**src/rtl/instr_seq_ctrl.sv**
```systemverilog
// Program sequencer for a synchronous-read instruction RAM.
// Fetches, decodes and executes one instruction at a time and issues commands.
module instr_seq_ctrl #(
    parameter int WIDTH_INSTR = 16,
    parameter int WIDTH_ADDR  = 8,
    parameter int WIDTH_CMD   = 12,
    parameter int NUM_EV      = 8
) (
    input  logic                   clk,
    input  logic                   rstn,
    input  logic                   start,
    input  logic [WIDTH_ADDR-1:0]  start_addr,
    output logic                   mem_en,
    output logic [WIDTH_ADDR-1:0]  mem_addr,
    input  logic [WIDTH_INSTR-1:0] mem_rdata,
    output logic                   cmd_valid,
    output logic [WIDTH_CMD-1:0]   cmd_data,
    input  logic                   cmd_ready,
    input  logic [NUM_EV-1:0]      ev,
    output logic                   busy,
    output logic                   halted,
    output logic [WIDTH_ADDR-1:0]  pc,
    output logic [7:0]             loop_cnt
);

    localparam int WO  = WIDTH_INSTR - 4;
    localparam int W1  = (WO > WIDTH_CMD) ? WO : WIDTH_CMD;
    localparam int W2  = (W1 > WIDTH_ADDR) ? W1 : WIDTH_ADDR;
    localparam int WP  = (W2 > 8) ? W2 : 8;
    localparam int RW  = (WIDTH_ADDR > 8) ? WIDTH_ADDR : 8;
    localparam int EVW = (NUM_EV > 1) ? $clog2(NUM_EV) : 1;

    localparam logic [2:0] S_IDLE   = 3'd0;
    localparam logic [2:0] S_FETCH  = 3'd1;
    localparam logic [2:0] S_EXEC   = 3'd2;
    localparam logic [2:0] S_CMD    = 3'd3;
    localparam logic [2:0] S_WAITEV = 3'd4;
    localparam logic [2:0] S_HALT   = 3'd5;

    localparam logic [3:0] OP_NOP  = 4'b0000;
    localparam logic [3:0] OP_OUT  = 4'b0001;
    localparam logic [3:0] OP_WAIT = 4'b0010;
    localparam logic [3:0] OP_LOOP = 4'b0011;
    localparam logic [3:0] OP_DJNZ = 4'b0100;
    localparam logic [3:0] OP_JREL = 4'b1001;
    localparam logic [3:0] OP_JMP  = 4'b1010;
    localparam logic [3:0] OP_HALT = 4'b1111;

    logic [2:0]            state;
    logic [EVW-1:0]        ev_idx;
    logic [3:0]            opcode;
    logic [WP-1:0]         opnd;
    logic signed [7:0]     off8;
    logic [RW-1:0]         offx;
    logic [WIDTH_ADDR-1:0] pc_inc;
    logic [WIDTH_ADDR-1:0] rel_tgt;
    logic [7:0]            loop_dec;
    logic [EVW-1:0]        ev_sel;
    logic                  unused_bits;

    // Operand padded so every field slice below is in range for any width.
    assign opcode   = mem_rdata[WIDTH_INSTR-1 -: 4];
    assign opnd     = WP'(mem_rdata[WO-1:0]);
    assign off8     = opnd[7:0];
    assign offx     = RW'(off8);
    assign pc_inc   = pc + WIDTH_ADDR'(1);
    assign rel_tgt  = pc + offx[WIDTH_ADDR-1:0];
    assign loop_dec = loop_cnt - 8'd1;
    assign ev_sel   = opnd[EVW-1:0];

    assign unused_bits = ^{opnd, offx};

    assign mem_en   = (state == S_FETCH);
    assign mem_addr = pc;
    assign busy     = (state != S_IDLE) && (state != S_HALT);
    assign halted   = (state == S_HALT);

    // Sequencer state, program counter, loop counter and command register.
    always_ff @(posedge clk or negedge rstn) begin
        if (!rstn) begin
            state     <= S_IDLE;
            pc        <= '0;
            loop_cnt  <= '0;
            cmd_valid <= 1'b0;
            cmd_data  <= '0;
            ev_idx    <= '0;
        end else begin
            case (state)
                S_IDLE, S_HALT: begin
                    if (start) begin
                        pc    <= start_addr;
                        state <= S_FETCH;
                    end
                end
                S_FETCH: begin
                    state <= S_EXEC;
                end
                S_EXEC: begin
                    case (opcode)
                        OP_OUT: begin
                            cmd_data  <= opnd[WIDTH_CMD-1:0];
                            cmd_valid <= 1'b1;
                            state     <= S_CMD;
                        end
                        OP_WAIT: begin
                            ev_idx <= ev_sel;
                            if (ev[ev_sel]) begin
                                pc    <= pc_inc;
                                state <= S_FETCH;
                            end else begin
                                state <= S_WAITEV;
                            end
                        end
                        OP_LOOP: begin
                            loop_cnt <= opnd[7:0];
                            pc       <= pc_inc;
                            state    <= S_FETCH;
                        end
                        OP_DJNZ: begin
                            loop_cnt <= loop_dec;
                            pc       <= (loop_dec != 8'd0) ? rel_tgt : pc_inc;
                            state    <= S_FETCH;
                        end
                        OP_JREL: begin
                            pc    <= rel_tgt;
                            state <= S_FETCH;
                        end
                        OP_JMP: begin
                            pc    <= opnd[WIDTH_ADDR-1:0];
                            state <= S_FETCH;
                        end
                        OP_HALT: begin
                            state <= S_HALT;
                        end
                        OP_NOP: begin
                            pc    <= pc_inc;
                            state <= S_FETCH;
                        end
                        default: begin
                            pc    <= pc_inc;
                            state <= S_FETCH;
                        end
                    endcase
                end
                S_CMD: begin
                    if (cmd_ready) begin
                        cmd_valid <= 1'b0;
                        pc        <= pc_inc;
                        state     <= S_FETCH;
                    end
                end
                S_WAITEV: begin
                    if (ev[ev_idx]) begin
                        pc    <= pc_inc;
                        state <= S_FETCH;
                    end
                end
                default: begin
                    state <= S_IDLE;
                end
            endcase
        end
    end

endmodule

```
**config.mk**
```make
export PLATFORM = sky130hd
export DESIGN_NAME = instr_seq_ctrl
export DESIGN_NICKNAME = d
export VERILOG_FILES = /design/src/rtl/instr_seq_ctrl.sv
export SDC_FILE = /design/constraint.sdc
export NUM_CORES = 1
export LEC_CHECK = 0
export BUFFER_PORTS_ARGS = -buffer_cell sky130_fd_sc_hd__buf_2
export CORE_ASPECT_RATIO = 0.6
export CORE_MARGIN = 1
export CORE_UTILIZATION = 53
export CTS_CLUSTER_SIZE = 30
export DETAILED_ROUTE_END_ITERATION = 16
export HOLD_SLACK_MARGIN = 0.1
export PLACE_DENSITY = 0.81
export RECOVER_POWER = 100
export SLEW_MARGIN = 20
export SYNTH_ARGS = -nofsm -noshare
export SYNTH_HDL_FRONTEND = slang
export SYNTH_SLANG_ARGS = --single-unit
export TNS_END_PERCENT = 1
```
**constraint.sdc**
```tcl
create_clock -name clk -period 2.6 [get_ports clk]
set_input_delay 0.52 -clock clk [delete_from_list [all_inputs] [get_ports clk]]
set_output_delay 0.52 -clock clk [all_outputs]
set_load 0.01 [all_outputs]
```
==> qor.csv <==
metric,value,unit
async_reset_ff_share,100,%
end_kind,flop,
regToRegSetupSlack,100,ps
regToRegStartpoint,loop_cnt[1],
cts.sinks,35,
instances_no_fill,437,
n_antenna_cell,0,
synth_top_area_cell,dfrtp_1,
holdPathEnd,cmd_data[10],
crit_fanout,7,
cts_tree,built,
grt_pass1_vias,2409,
cp.required,2770,ps
syn_avg_cell_area,9.08,um^2
fin_setup_tns,0,ps
ys.flop_type,dfrtp_1,
syn_to_final_growth,19.1,%
max_slew_margin,-26.6,%
fmax,400,MHz
synthDistinctLibCells,59,
antenna_found_initial,0,
yosysSeqAreaShare,32.8,%
hold_buffers,0,
dp.cells,429,
period_needed,2500,ps
syn_nets,341,
syn-cell-area,2670,um^2
num_rows,19,
maxSlewViolCount,36,
synth_edf_count,0,
hp-start,mem_rdata[10],
crit_path_start_kind,flop,
drtIter0Drc,112,
ant_nets,0,
grt_pass1_wl,11600,um
die_h,57.0,um
hold_class,in2reg,
dr.pass1.iters,4,
drive_gt1_share,21.9,%
status,"complete, but fails checks",
arrival,2670,ps
grt_start_max_net_pins,36,
r2r_cells,8,
fin_nets,420,
numCtsBuffers,5,
dp_hpwl,5330,um
multi_input_area,1610,um^2
route.detailed.drc,0,
ys_top_cells_by_area,"dfrtp_1 33%, mux2_2 6.7%, ha_1 4.7%, a21oi_1 4.5%, nor2_1 3.2%",
setup_violations,0,
crit_type,reg2reg,
viasPerCell,5.99,
vdd_drop_max,579,uV
power_density,1060,nW/um^2
core_area,4710,um^2
p_leak,1.41,nW
synth_top_area_share,32.8,%
holdPathStages,2,
r2r-end,mem_addr[2],
vias,2619,
ys_warn_count,0,
cts-htree-levels,2,
netlist_top_cells_count,"35 x dfrtp_1, 24 x a21oi_1, 23 x nor2_1",
drt-total-wl,7000,um
tightest_slew,1900,ps
cap_violations,1,
fin_skew,5.12,ps
finalHoldViolations,0,
violations,"capacitance limit, slew limit",
wire_per_inst,16.0,um
die_w,93.6,um
grt_overflow_total,0,
yosysMostFrequentCell,dfrtp_1,
path_clk_slew,80,ps
start_util,56.7,%
rsz0062_at_grt,false,
seqCellArea,876,um^2
io_pins,76,
io_buffers,75,
syn_inst,294,
final.fill_count,421,
clock_latency,300,ps
cts_buffer_depth,2,
dieArea,5340,um^2
synth.ff_latch_count,35,
min_period_over_period,96.2,%
gp_congestion,0.890,
ctsRootBufferMaster,clkbuf_8,
grt_use_total,28.4,%
==> cell type report <==
class / instances / area share [%]
clock buffers: 5 / 2.16
clock inverters: 3 / 1.38
inverters: 17 / 2.01
multi-input cells: 221 / 50.7
flip-flops and latches: 35 / 27.5
well taps: 63 / 2.48
repair buffers: 93 / 13.7
==> worst max-delay path by stage <==
stage / from / endpoint / slack [ps]
final: loop_cnt[1] / mem_addr[2] / 100
after global routing: loop_cnt[1] / mem_addr[2] / 20
after CTS: loop_cnt[1] / mem_addr[1] / 80
after detailed placement: mem_rdata[0] / state[0] / 4
after global placement: mem_rdata[0] / state[0] / 40
after floorplan: loop_cnt[0] / mem_addr[2] / 130
==> power breakdown <==
group          switching, W  internal (W)  leakage, nW
sequential         0.000248      0.000775        0.441
clock              0.000222      0.000286       0.0581
combinational       0.00104      0.000803        0.909
==> timing repair <==
action                                  CTS  global route
hold endpoints to repair                  0             0
resized for setup                         0             2
endpoints found under the setup margin    0             6
buffers inserted                          0             0
==> cell families after synthesis <==
| kind of cell | synth area share [%] |
|---|---|
| AND/OR/NAND/NOR | 20.7 |
| AO/OA/AOI/OAI | 20.5 |
| buffers and inverters | 6.79 |
| flip-flops | 32.8 |
| multiplexers | 11.2 |
| adder cells (fa/ha/maj) | 5.44 |
| XOR/XNOR | 2.62 |
==> worst max-delay path, cell delays in order (launching register included) <==
cell and delay, ps:
dfrtp_1 360, inv_1 80, ha_1 240, or4_1 590, nor4_4 200, o21ai_1 150, and3_1 290, a221oi_1 330
o22ai_1 140
==> per-stage QoR <==
step	hold slack (ps)	util [%]	total power [W]	area, um^2	worst slack [ps]
2_1_floorplan	224	-	0.00231	2670	132
3_3_place_gp	483	66.7	0.00286	3140	43.3
3_5_place_dp	494	66.7	0.00292	3140	3.78
4_1_cts	331	69.1	0.00343	3250	78.6
5_1_grt	439	67.6	0.00365	3180	22.5
6_report	451	67.6	0.00337	3180	98.6
==> flip-flops by register name (all words and copies together) (netlist names) <==
register	flops
mem_addr	8
ev_idx	3
loop_cnt	8
state	3
cmd_data	12
cmd_valid	1
==> routing by layer <==
| layer | share of wire, % | wire length [um] | track usage, % |
|---|---|---|---|
| met4 | 0.49 | 34 | 5.93 |
| met1 | 49 | 3400 | 43.0 |
| met5 | 0 | 0 | 0 |
| met3 | 8.2 | 573 | 7.07 |
| met2 | 43 | 2990 | 41.5 |
==> cells in the final DEF (no fill, tap or decap), types with 6 or more instances in the layout <==
cell / instances
clkbuf_1: 44
buf_2: 39
dfrtp_1: 35
a21oi_1: 24
nor2_1: 23
inv_1: 17
mux2_2: 16
o21ai_0: 13
nor3_1: 13
nand2_1: 11
o22ai_1: 10
ha_1: 10
buf_4: 10
xnor2_1: 6
or3_1: 6
Note: power is estimated with default switching activity, not from simulation.
